<file path="config.mk">
export PLATFORM = sky130hd
export DESIGN_NAME = bus_rr_arbiter
export DESIGN_NICKNAME = d
export VERILOG_FILES = /design/src/rtl/bus_arb_pkg.sv /design/src/rtl/rr_pick.sv /design/src/rtl/bus_rr_arbiter.sv
export SDC_FILE = /design/constraint.sdc
export NUM_CORES = 1
export LEC_CHECK = 0
export ABC_AREA = 1
export CORE_ASPECT_RATIO = 1.1
export CORE_UTILIZATION = 52
export CTS_CLUSTER_SIZE = 20
export DETAILED_ROUTE_END_ITERATION = 12
export GPL_TIMING_DRIVEN = 0
export PLACE_DENSITY = 0.74
export RECOVER_POWER = 50
export SKIP_CTS_REPAIR_TIMING = 1
export SYNTH_ARGS = -nofsm -noshare
export SYNTH_HDL_FRONTEND = slang
export SYNTH_SLANG_ARGS = --single-unit
</file>
<file path="constraint.sdc">
create_clock -name clk -period 5.5 [get_ports clk]
set_input_delay 0.55 -clock clk [delete_from_list [all_inputs] [get_ports clk]]
set_output_delay 0.55 -clock clk [all_outputs]
set_load 0.1 [all_outputs]
</file>
<file path="src/rtl/bus_arb_pkg.sv">
// Shared types and width helpers for the bus arbiters.
package bus_arb_pkg;

   typedef enum logic [1:0] {
      ST_IDLE  = 2'd0,
      ST_GRANT = 2'd1,
      ST_TURN  = 2'd2
   } arb_state_e;

   localparam int TA_W = 3;

   // Counter width able to hold 0..max_t without wrapping; at least one bit.
   function automatic int tenure_width(input int max_t);
      return (max_t > 0) ? $clog2(max_t + 1) : 1;
   endfunction

endpackage

</file>
<file path="src/rtl/rr_pick.sv">
// Rotating-priority encoder: first set bit of req scanning from rr_ptr upward with wrap.
module rr_pick #(
   parameter int N  = 4,
   parameter int IW = $clog2(N)
) (
   input  logic [N-1:0]  req,
   input  logic [IW-1:0] rr_ptr,
   output logic          any,
   output logic [IW-1:0] idx
);

   int            sum_s;
   logic [IW-1:0] pos_s;

   // Scan from the far end back toward rr_ptr so the last hit is the highest-priority one.
   always_comb begin
      any   = |req;
      idx   = '0;
      sum_s = 0;
      pos_s = '0;
      for (int i = N - 1; i >= 0; i--) begin
         sum_s = int'(rr_ptr) + i;
         pos_s = IW'((sum_s >= N) ? (sum_s - N) : sum_s);
         idx   = req[pos_s] ? pos_s : idx;
      end
   end

endmodule

</file>
<file path="src/rtl/bus_rr_arbiter.sv">
// Round-robin bus arbiter with bounded tenure, optional turnaround gap and registered outputs.
module bus_rr_arbiter
   import bus_arb_pkg::*;
#(
   parameter int NUM_REQ    = 4,
   parameter int MAX_TENURE = 16,
   parameter int TURNAROUND = 1
) (
   input  logic                       clk,
   input  logic                       reset,
   input  logic [NUM_REQ-1:0]         req,
   output logic [NUM_REQ-1:0]         grant,
   output logic                       grant_valid,
   output logic [$clog2(NUM_REQ)-1:0] owner_id,
   output logic                       preempt
);

   localparam int IW    = $clog2(NUM_REQ);
   localparam int TEN_W = tenure_width(MAX_TENURE);
   localparam logic [TEN_W-1:0] TEN_MAX = TEN_W'(MAX_TENURE);
   localparam logic [TA_W-1:0]  TA_LAST = TA_W'(TURNAROUND);

   arb_state_e          state_r, state_s;
   logic [IW-1:0]       rr_ptr_r, rr_ptr_s;
   logic [IW-1:0]       owner_r, owner_s;
   logic [TEN_W-1:0]    tenure_r, tenure_s;
   logic [TA_W-1:0]     ta_cnt_r, ta_cnt_s;
   logic [NUM_REQ-1:0]  grant_r, grant_s;
   logic                grant_valid_r;
   logic                preempt_r, preempt_s;

   logic                pick_any_s;
   logic [IW-1:0]       pick_idx_s;
   logic [IW-1:0]       pick_ptr_s;
   logic [IW-1:0]       next_ptr_s;
   logic [NUM_REQ-1:0]  pick_oh_s;
   logic                owner_req_s;
   logic                others_s;
   logic                expire_s;

   rr_pick #(.N(NUM_REQ), .IW(IW)) u_pick (
      .req    (req),
      .rr_ptr (pick_ptr_s),
      .any    (pick_any_s),
      .idx    (pick_idx_s)
   );

   // Release-side helpers; while granting, the pick already starts after the owner for zero-gap handoff.
   always_comb begin
      next_ptr_s   = (owner_r == IW'(NUM_REQ - 1)) ? '0 : (owner_r + IW'(1));
      pick_ptr_s   = (state_r == ST_GRANT) ? next_ptr_s : rr_ptr_r;
      pick_oh_s    = '0;
      pick_oh_s[pick_idx_s] = 1'b1;
      owner_req_s  = req[owner_r];
      others_s     = |(req & ~grant_r);
      expire_s     = (MAX_TENURE != 0) && (tenure_r == TEN_MAX) && owner_req_s && others_s;
   end

   // Next-state, counter and output decode.
   always_comb begin
      state_s   = state_r;
      rr_ptr_s  = rr_ptr_r;
      owner_s   = owner_r;
      tenure_s  = tenure_r;
      ta_cnt_s  = ta_cnt_r;
      grant_s   = grant_r;
      preempt_s = 1'b0;
      case (state_r)
         ST_IDLE: begin
            if (pick_any_s) begin
               grant_s  = pick_oh_s;
               owner_s  = pick_idx_s;
               tenure_s = TEN_W'(1);
               state_s  = ST_GRANT;
            end else begin
               grant_s  = '0;
            end
         end
         ST_GRANT: begin
            if (!owner_req_s || expire_s) begin
               grant_s   = '0;
               rr_ptr_s  = next_ptr_s;
               preempt_s = expire_s;
               if (TURNAROUND > 0) begin
                  state_s  = ST_TURN;
                  ta_cnt_s = TA_W'(1);
               end else if (pick_any_s) begin
                  grant_s  = pick_oh_s;
                  owner_s  = pick_idx_s;
                  tenure_s = TEN_W'(1);
                  state_s  = ST_GRANT;
               end else begin
                  state_s  = ST_IDLE;
               end
            end else begin
               if ((MAX_TENURE != 0) && (tenure_r != TEN_MAX)) begin
                  tenure_s = tenure_r + TEN_W'(1);
               end else begin
                  tenure_s = tenure_r;
               end
            end
         end
         ST_TURN: begin
            grant_s = '0;
            if (ta_cnt_r >= TA_LAST) begin
               if (pick_any_s) begin
                  grant_s  = pick_oh_s;
                  owner_s  = pick_idx_s;
                  tenure_s = TEN_W'(1);
                  state_s  = ST_GRANT;
               end else begin
                  state_s  = ST_IDLE;
               end
            end else begin
               ta_cnt_s = ta_cnt_r + TA_W'(1);
            end
         end
         default: begin
            state_s = ST_IDLE;
            grant_s = '0;
         end
      endcase
   end

   // State, counters and registered outputs.
   always_ff @(posedge clk) begin
      if (reset) begin
         state_r       <= ST_IDLE;
         rr_ptr_r      <= '0;
         owner_r       <= '0;
         tenure_r      <= '0;
         ta_cnt_r      <= '0;
         grant_r       <= '0;
         grant_valid_r <= 1'b0;
         preempt_r     <= 1'b0;
      end else begin
         state_r       <= state_s;
         rr_ptr_r      <= rr_ptr_s;
         owner_r       <= owner_s;
         tenure_r      <= tenure_s;
         ta_cnt_r      <= ta_cnt_s;
         grant_r       <= grant_s;
         grant_valid_r <= |grant_s;
         preempt_r     <= preempt_s;
      end
   end

   assign grant       = grant_r;
   assign grant_valid = grant_valid_r;
   assign owner_id    = owner_r;
   assign preempt     = preempt_r;

endmodule

</file>
Yosys cells after proc, flatten, opt, wreduce, memory -nomap -nowiden
Index checks and enable logic that the tools add are counted.
{"block": "totals", "wordCells": 105, "out_inout_bits": 8, "register_bits": 20, "input_bits": 6}
{"block": "classes", "reduce_logical": 18, "eq_ne": 11, "n_bitwise": 4, "add_sub_neg": 10, "n_lt_le_gt_ge": 12, "muxes": 42}
{"operator": "two-way mux 2 bit", "count": 15}
{"operator": "two-way mux 5 bit", "count": 4}
{"operator": "< comparator 2 x 3 -> 1 bit, second input constant", "count": 6}
{"operator": "case mux 5 bit (3 select lines)", "count": 1}
{"operator": "two-way mux 4 bit", "count": 3}
{"operator": "case mux 4 bit (3 select lines)", "count": 1}
{"operator": "OR reduction 4 bit", "count": 3}
{"operator": "binary-select mux 1 bit (select 2 bit)", "count": 5}
{"operator": "greater-or-equal comparator 3 bit, second input constant", "count": 3}
{"operator": "!= test 2 bit, second input constant", "count": 4}
{"operator": "subtractor 2 x 1 -> 2 bit, second input constant", "count": 4}
{"operator": "two-way mux 1 bit", "count": 7}
{"operator": "adder 2 x 2 -> 3 bit, second input constant", "count": 2}
{"operator": "two-way mux 3 bit", "count": 2}
{"operator": "case mux 2 bit (3 select lines)", "count": 1}
{"operator": "case mux 3 bit (2 select lines)", "count": 1}
{"operator": "AND reduction 3 bit", "count": 2}
{"operator": "adder 5 x 1 -> 5 bit, second input constant", "count": 1}
{"operator": "== test 5 bit, second input constant", "count": 1}
{"operator": "!= test 5 bit, second input constant", "count": 1}
{"operator": "bitwise AND 4 bit", "count": 1}
{"operator": "== test 2 bit, second input constant", "count": 2}
{"operator": "!= test 2 x 1 -> 1 bit, second input constant", "count": 2}
{"operator": "inverter 4 bit", "count": 1}
{"operator": "19 further kinds", "count": 24}

Longest topological paths before layout
Gate-level depths: netlist of the first run.
{"block": "logic_depth", "ltp_word": 20, "depth_mapped": 17, "mapped_depth_nobuf": 17}

By module
Synthesis of the first run repeated with hierarchy kept, for this count alone.
{"block": "unflattened", "hier_cells": 193, "area_unflattened_um2": 1286.2}
{"module": "bus_rr_arbiter", "n_inst": 1, "cells_each": 147, "area_per_inst_um2": 1097.3, "seq_area_each_um2": 400.4}
{"module": "rr_pick", "n_inst": 1, "cells_each": 46, "area_per_inst_um2": 188.9, "seq_area_each_um2": 0.0}

Least setup slack after synthesis of the first run
OpenSTA, ideal clock, no wires.
{"block": "synth_timing", "kind": "reg-to-reg", "start": "register owner_r[0] (netlist: owner_id[0])", "end": "register grant_valid_r (netlist: grant_valid)", "n_path_buf": 0, "setup_slack_ps": 2996, "arrival_time_ps": 2377, "stages_incl_launch_ff": 16, "period_less_slack_ps": 2504, "path_cell_list": "dfxtp_1 -> ha_1 -> inv_1 -> nand3_1 -> nand2_2 -> nand2_1 -> nand2_2 -> nand2_1 -> nand2_2 -> nand3_1 -> nand2_2 -> inv_2 -> nand4_1 -> nand2_1 -> nor2_1 -> a21oi_2"}
{"block": "synth_between", "elab_chain_cells": 20, "elab_cells_between_ends": 47}
{"element": "start, declared", "line_no": "bus_rr_arbiter.sv:25", "text": "logic [IW-1:0] owner_r, owner_s;"}
{"element": "start signal, assigned", "line_no": "bus_rr_arbiter.sv:139", "text": "owner_r <= owner_s;"}
{"element": "adder 2 x 1 -> 2 bit / == test 2 bit (equally long branches)", "line_no": "bus_rr_arbiter.sv:50", "text": "next_ptr_s = (owner_r == IW'(NUM_REQ - 1)) ? '0 : (owner_r + IW'(1));"}
{"element": "two-way mux 2 bit (*)", "line_no": "bus_rr_arbiter.sv:50"}
{"element": "named net next_ptr_s[1]", "line_no": "bus_rr_arbiter.sv:35", "text": "logic [IW-1:0] next_ptr_s;"}
{"element": "two-way mux 2 bit (*)", "line_no": "bus_rr_arbiter.sv:51", "text": "pick_ptr_s = (state_r == ST_GRANT) ? next_ptr_s : rr_ptr_r;"}
{"element": "adder 2 x 2 -> 3 bit", "line_no": "rr_pick.sv:22", "text": "sum_s = int'(rr_ptr) + i;"}
{"element": "greater-or-equal comparator 3 bit / subtractor 2 x 1 -> 2 bit (equally long branches)", "line_no": "rr_pick.sv:23", "text": "pos_s = IW'((sum_s >= N) ? (sum_s - N) : sum_s);"}
{"element": "two-way mux 2 bit", "line_no": "rr_pick.sv:23"}
{"element": "binary-select mux 1 bit (select 2 bit)", "line_no": "rr_pick.sv:24", "text": "idx = req[pos_s] ? pos_s : idx;"}
{"element": "[5 not listed]"}
{"element": "< comparator 2 x 3 -> 1 bit (implied by the code) / greater-or-equal comparator 2 x 1 -> 1 bit (equally long branches)", "line_no": "bus_rr_arbiter.sv:53", "text": "pick_oh_s[pick_idx_s] = 1'b1;"}
{"element": "logical AND 1 bit (implied by the code)", "line_no": "bus_rr_arbiter.sv:53"}
{"element": "two-way mux 1 bit (implied by the code)", "line_no": "bus_rr_arbiter.sv:53"}
{"element": "demux 1 bit (select 2 bit) (*)", "line_no": "bus_rr_arbiter.sv:53"}
{"element": "two-way mux 4 bit (*)", "line_no": "bus_rr_arbiter.sv:70, bus_rr_arbiter.sv:106"}
{"element": "two-way mux 4 bit", "line_no": "bus_rr_arbiter.sv:105", "text": "if (ta_cnt_r >= TA_LAST) begin"}
{"element": "case mux 4 bit (3 select lines) (*)", "line_no": "bus_rr_arbiter.sv:68", "text": "case (state_r)"}
{"element": "OR reduction 4 bit (*)", "line_no": "bus_rr_arbiter.sv:143", "text": "grant_valid_r <= |grant_s;"}
{"element": "end signal, assigned", "line_no": "bus_rr_arbiter.sv:143"}
{"element": "end, declared", "line_no": "bus_rr_arbiter.sv:29", "text": "logic grant_valid_r;"}
Mark *: on every way through the listed nets, which the timed path passes. The rest lies on a longest branch. The select of a mux whose other input is x is not followed.
A chain may end at the register's enable or synchronous reset.

Final worst setup path of the first run
{"block": "layout_timing", "start": "register owner_r[0] (netlist: owner_id[0])", "end": "output owner_id[0]"}
{"element": "end, declared", "line_no": "bus_rr_arbiter.sv:14", "text": "output logic [$clog2(NUM_REQ)-1:0] owner_id,"}
No word-level cell between the ends.

==> results of run 1 <==
power breakdown:
part	switching (mW)	internal (mW)	total (mW)
sequential	0.0360	0.186	0.222
clock	0.0482	0.0736	0.122
combinational	0.476	0.200	0.676
sequential cells by signal (all words and copies together), names as in the netlist:
name	flops
owner_id	2
grant	4
preempt	1
tenure_r	5
state_r	2
rr_ptr_r	2
grant_valid	1
ta_cnt_r	3
per-layer routing:
metal	track usage	wire (um)
met1	0.341	1500
met2	0.406	1410
met3	0.0331	127
met4	0.0119	0
met5	0	0
area by class of cell:
type / count / area, um^2
Multi-Input combinational cell: 153 / 813
Tap cell: 30 / 37.5
Inverter: 31 / 116
Timing Repair Buffer: 13 / 130
Clock buffer: 3 / 22.5
Fill cell: 236 / 783
Sequential cell: 20 / 400
Buffer: 1 / 8.76
Clock inverter: 1 / 30.0
synthesized netlist by cell type:
cell type | number | area [um^2]
a211oi_1 | 5 | 37.5
a21oi_1 | 11 | 55.1
a21oi_2 | 1 | 8.76
dfxtp_1 | 20 | 400
dlygate4sd1_1 | 1 | 8.76
ha_1 | 5 | 62.6
inv_1 | 28 | 105
inv_2 | 3 | 11.3
nand2_1 | 56 | 210
nand2_2 | 11 | 68.8
nand2_4 | 4 | 45.0
nand2_8 | 1 | 20.0
nand3_1 | 18 | 90.1
nand3_2 | 1 | 10.0
nand4_1 | 5 | 31.3
nor2_1 | 18 | 67.6
nor2_4 | 2 | 22.5
nor3_1 | 2 | 10.0
nor4_1 | 1 | 6.26
o2111ai_1 | 1 | 8.76
o21ai_0 | 6 | 30.0
o22ai_1 | 1 | 6.26
or2_2 | 2 | 12.5
xnor2_1 | 1 | 8.76
xor2_1 | 1 | 8.76
cells by family after synthesis:
logic type	Yosys count	synth area share
fa+ha+maj	5	0.0465
xor+xnor	2	0.0130
flops	20	0.297
simple gates	121	0.441
compound gates	25	0.109
buf+inv	32	0.0929
stage by stage:
stage | instances | hold WS, ns | instance area [um^2] | util
6_report | 252 | 0.491 | 1560 | 0.666
5_1_grt | 252 | 0.513 | 1560 | 0.666
4_1_cts | 252 | 0.486 | 1570 | 0.669
3_5_place_dp | 248 | 0.461 | 1510 | 0.646
3_3_place_gp | 248 | 0.451 | 1510 | 0.646
2_1_floorplan | 205 | 0.433 | 1350 | -
worst min-delay path by stage:
stage                     slack, ns  cells past startpoint          end         from
after floorplan                0.43                      2  ta_cnt_r[2]  ta_cnt_r[2]
after global placement         0.45                      2  ta_cnt_r[2]  ta_cnt_r[2]
after detailed placement       0.46                      2  ta_cnt_r[2]  ta_cnt_r[2]
after CTS                      0.49                      2  ta_cnt_r[2]  ta_cnt_r[2]
after global routing           0.51                      2  ta_cnt_r[2]  ta_cnt_r[2]
final                          0.49                      2  ta_cnt_r[2]  ta_cnt_r[2]
==> impl_metrics.ini, run 1 <==
[critical_path]
r2r_slack_ns = 3.40
crit_path_end_kind = primary output
cp_slowest_cell = clkdlybuf4s50_1
crit_start = owner_id[0]
r2r-start = owner_id[0]
critical_path_required_ns = 4.95
path_cells = clkdlybuf4s50_1
timing.rr.end = grant_valid
cp-endpoint = owner_id[0]
cp_num_cells = 1
cp.arrival_ns = 1.91
reg2reg_depth = 16
path_delay_family = buffers and inverters
worstSetupPathType = reg -> out
crit_fanout = 6
critical_path_buf_inv_count = 1
cp-start-kind = flop
slowest_delay_ns = 1.17

[timing]
post-route-min-period_ns = 2.46
fin_skew_ns = 0.0167
setup_ws_ns = 3.04
timing_hold_violations_final = 0
timing.fmax_mhz = 407
setup_tns_ns = 0
setup_viol = 0
rsz0062_at_grt = no
worst_slew_pin_slew_ns = 0.966
maxSlewViolCount = 0
finalCritPeriodShare = 0.447
relSlewSlack = 0.354

[placement]
place_congestion = 0.842
post-place-ws_ns = 2.88
portBuffers = 13
hpwl_um = 2370

[flow_run]
maxCapViolations = 0

[clock_network]
cts_tree = yes
cts.sinks = 20
cts_root_buffer = clkbuf_4
clk_latency_ns = 0.31
clkTransAtPathRegs_ns = 0.13
htreeDepth = 1
cts_buffer_depth = 2
cts_buffers = 3

[detailed_routing]
drtIter0Drc = 44
totalWireLength_um = 3030
final_antenna_net_count = 0
first_pass_iters = 4
drc = 0
via_per_inst = 5.31
vias = 1339
wl_per_cell_um = 12.0

[power]
vdd_ir_drop_max_uv = 492
finalPower_mw = 1.02
powerDensity_mw_per_mm2 = 654
power_leakage_nw = 0.747

[logic_synthesis]
yosys_warnings = 0
synth-seq-cells = 20
synthCells = 205
syn-num-nets = 216
syn-cell-area_mm2 = 0.00135
synth_seq_area_share = 0.297
synth_area_per_cell_um2 = 6.57
ys_types = 25

[grt]
antenna_found_initial = 0
gr-total-overflow = 0
grt_pass1_vias = 1275
grt_max_degree = 13
grt_usage = 0.241
grt_first_pass_wirelength_um = 5450

[finish]
drive_above_1_share = 0.126
final_cell_mix = nand2_1 (56), inv_1 (28), dfxtp_1 (20), nor2_1 (19), nand3_1 (18)
num_antenna_cells = 0
layout_commonest_cell = nand2_1
final_nets = 234
syn_to_final_growth_pct = 15.8

[floorplan]
start_util = 0.575
die_h_um = 55.4
io_pins = 14
die_w_um = 50.5
core_area_mm2 = 0.00234
dieArea_mm2 = 0.00280
rows = 18

[hold_path]
hold_class = reg -> reg

[run_status]
status = complete, no violations
No activity file was read; power rests on OpenSTA's default activity.
==> run 2: changes to the inputs <==
==> constraint.sdc (replaced) <==
create_clock -name clk -period 2.3 [get_ports clk]
set_input_delay 0.23 -clock clk [delete_from_list [all_inputs] [get_ports clk]]
set_output_delay 0.23 -clock clk [all_outputs]
set_load 0.1 [all_outputs]
==> run 2 against run 1 <==
Against the previous run: register-to-register slack worse by 3.1 ns; via count is 0.90% lower; sequential cell count stayed put; global-route usage is 0.28 points lower; critical path depth stayed put; count of clock-buffer cells in the layout is 1 higher; die area stayed put; non-clock buffer count stayed put; routed wire length is 0.13% lower; clock skew is 0.0065 ns lower; sequential share of layout area is 0.32 points higher; sequential power is 140% higher; largest cell class unchanged.
==> impl_metrics.ini, run 2 (synthesis gave the netlist of run 1 again) <==
[critical_path]
critical_path_buf_inv_count = 1
crit_start = grant[1]
cp_num_cells = 1
reg2reg_depth = 16
cp.arrival_ns = 1.84
cp_slowest_cell = dlygate4sd3_1
crit_path_end_kind = primary output
cp-start-kind = flop
worstSetupPathType = reg -> out
path_cells = dlygate4sd3_1
critical_path_required_ns = 2.07
path_delay_family = buffers and inverters
r2r-start = owner_id[0]
slowest_delay_ns = 1.20
crit_fanout = 2

[clock_network]
cts_tree = yes
htreeDepth = 1
cts_buffer_depth = 2
cts_buffers = 3
cts_root_buffer = clkbuf_4
cts.sinks = 20
clkTransAtPathRegs_ns = 0.12
clk_latency_ns = 0.31

[floorplan]
start_util = 0.575
die_w_um = 50.5
rows = 18
dieArea_mm2 = 0.00280
io_pins = 14
core_area_mm2 = 0.00234
die_h_um = 55.4

[detailed_routing]
wl_per_cell_um = 12.0
final_antenna_net_count = 0
vias = 1327
totalWireLength_um = 3030
first_pass_iters = 4
drtIter0Drc = 25
drc = 0
via_per_inst = 5.27

[flow_run]
maxCapViolations = 0

[timing]
holdWs_ns = 0.482
timing.fmax_mhz = 482
worst_slew_pin_slew_ns = 0.971
rsz0062_at_grt = no
timing_hold_violations_final = 0
relSlewSlack = 0.350
post-route-min-period_ns = 2.07
finalCritPeriodShare = 0.902
maxSlewViolCount = 0
fin_skew_ns = 0.0102
setup_tns_ns = 0
setup_viol = 0
setup_ws_ns = 0.226

[hold_path]
hold_class = reg -> reg
worstHoldPathCells = 2
min_from = ta_cnt_r[2]

[finish]
num_antenna_cells = 0
final_cell_mix = nand2_1 (56), inv_1 (28), nor2_1 (18), nand3_1 (18), dfxtp_1 (17)
largest_reg_flops = 5
layout_commonest_cell = nand2_1
layoutNonFillerInstCount = 252
final_nets = 234
syn_to_final_growth_pct = 15.4
postLayoutCoreUtil = 0.663
regMostFlops = tenure_r
drive_above_1_share = 0.144

[placement]
place_congestion = 0.830
dp.cells = 248
portBuffers = 13
hpwl_um = 2330
post-place-ws_ns = 0.0296

[grt]
antenna_found_initial = 0
grt_first_pass_wirelength_um = 5290
gr-total-overflow = 0
grt_pass1_vias = 1281
grt_usage = 0.238
grt_max_degree = 12

[run_status]
status = complete, no violations

[power]
powerDensity_mw_per_mm2 = 1530
power_leakage_nw = 0.750
vdd_ir_drop_max_uv = 1040
## run 2: changes by cell type in the layout (fill, tap and decap cells not counted), moves of 3 or more
cell	delta
clkdlybuf4s50_1	-3
dfxtp_1	-3
dfxtp_2	+3
dlygate4sd3_1	+3
## run 2: where the power goes
group	total, mW	switching (mW)	internal (mW)
clock	0.211	0.115	0.0967
sequential	0.535	0.0860	0.449
combinational	1.63	1.14	0.481
total	2.37	1.35	1.03
## run 2: final timing paths
kind / endpoint / slack [ns]
setup reg to reg: grant_valid / 0.29
hold / removal: ta_cnt_r[2] / 0.48
setup / recovery: grant[1] / 0.23
hold reg to reg: ta_cnt_r[2] / 0.48
## run 2: cell type report
cell class                      instances  area [um^2]
Multi-Input combinational cell        153          821
Tap cell                               30         37.5
Clock buffer                            4         36.3
Fill cell                             218          788
Buffer                                  1         8.76
Sequential cell                        20          404
Inverter                               31          116
Timing Repair Buffer                   13          130
## run 2: routing by layer
metal,global-route usage,vias up,wire length [um],part of all wire
li1,-,689,-,-
met1,0.314,598,1490,0.49
met2,0.398,36,1390,0.46
met3,0.0386,4,121,0.040
met4,0.0635,0,28,0.0092
met5,0,-,0,0
## run 2: through the flow
stage / cell area, um^2 / power, mW
floorplan: 1350 / 1.85
global placement: 1520 / 2.12
detailed placement: 1520 / 2.16
CTS: 1550 / 2.37
global route: 1550 / 2.58
finish: 1550 / 2.37
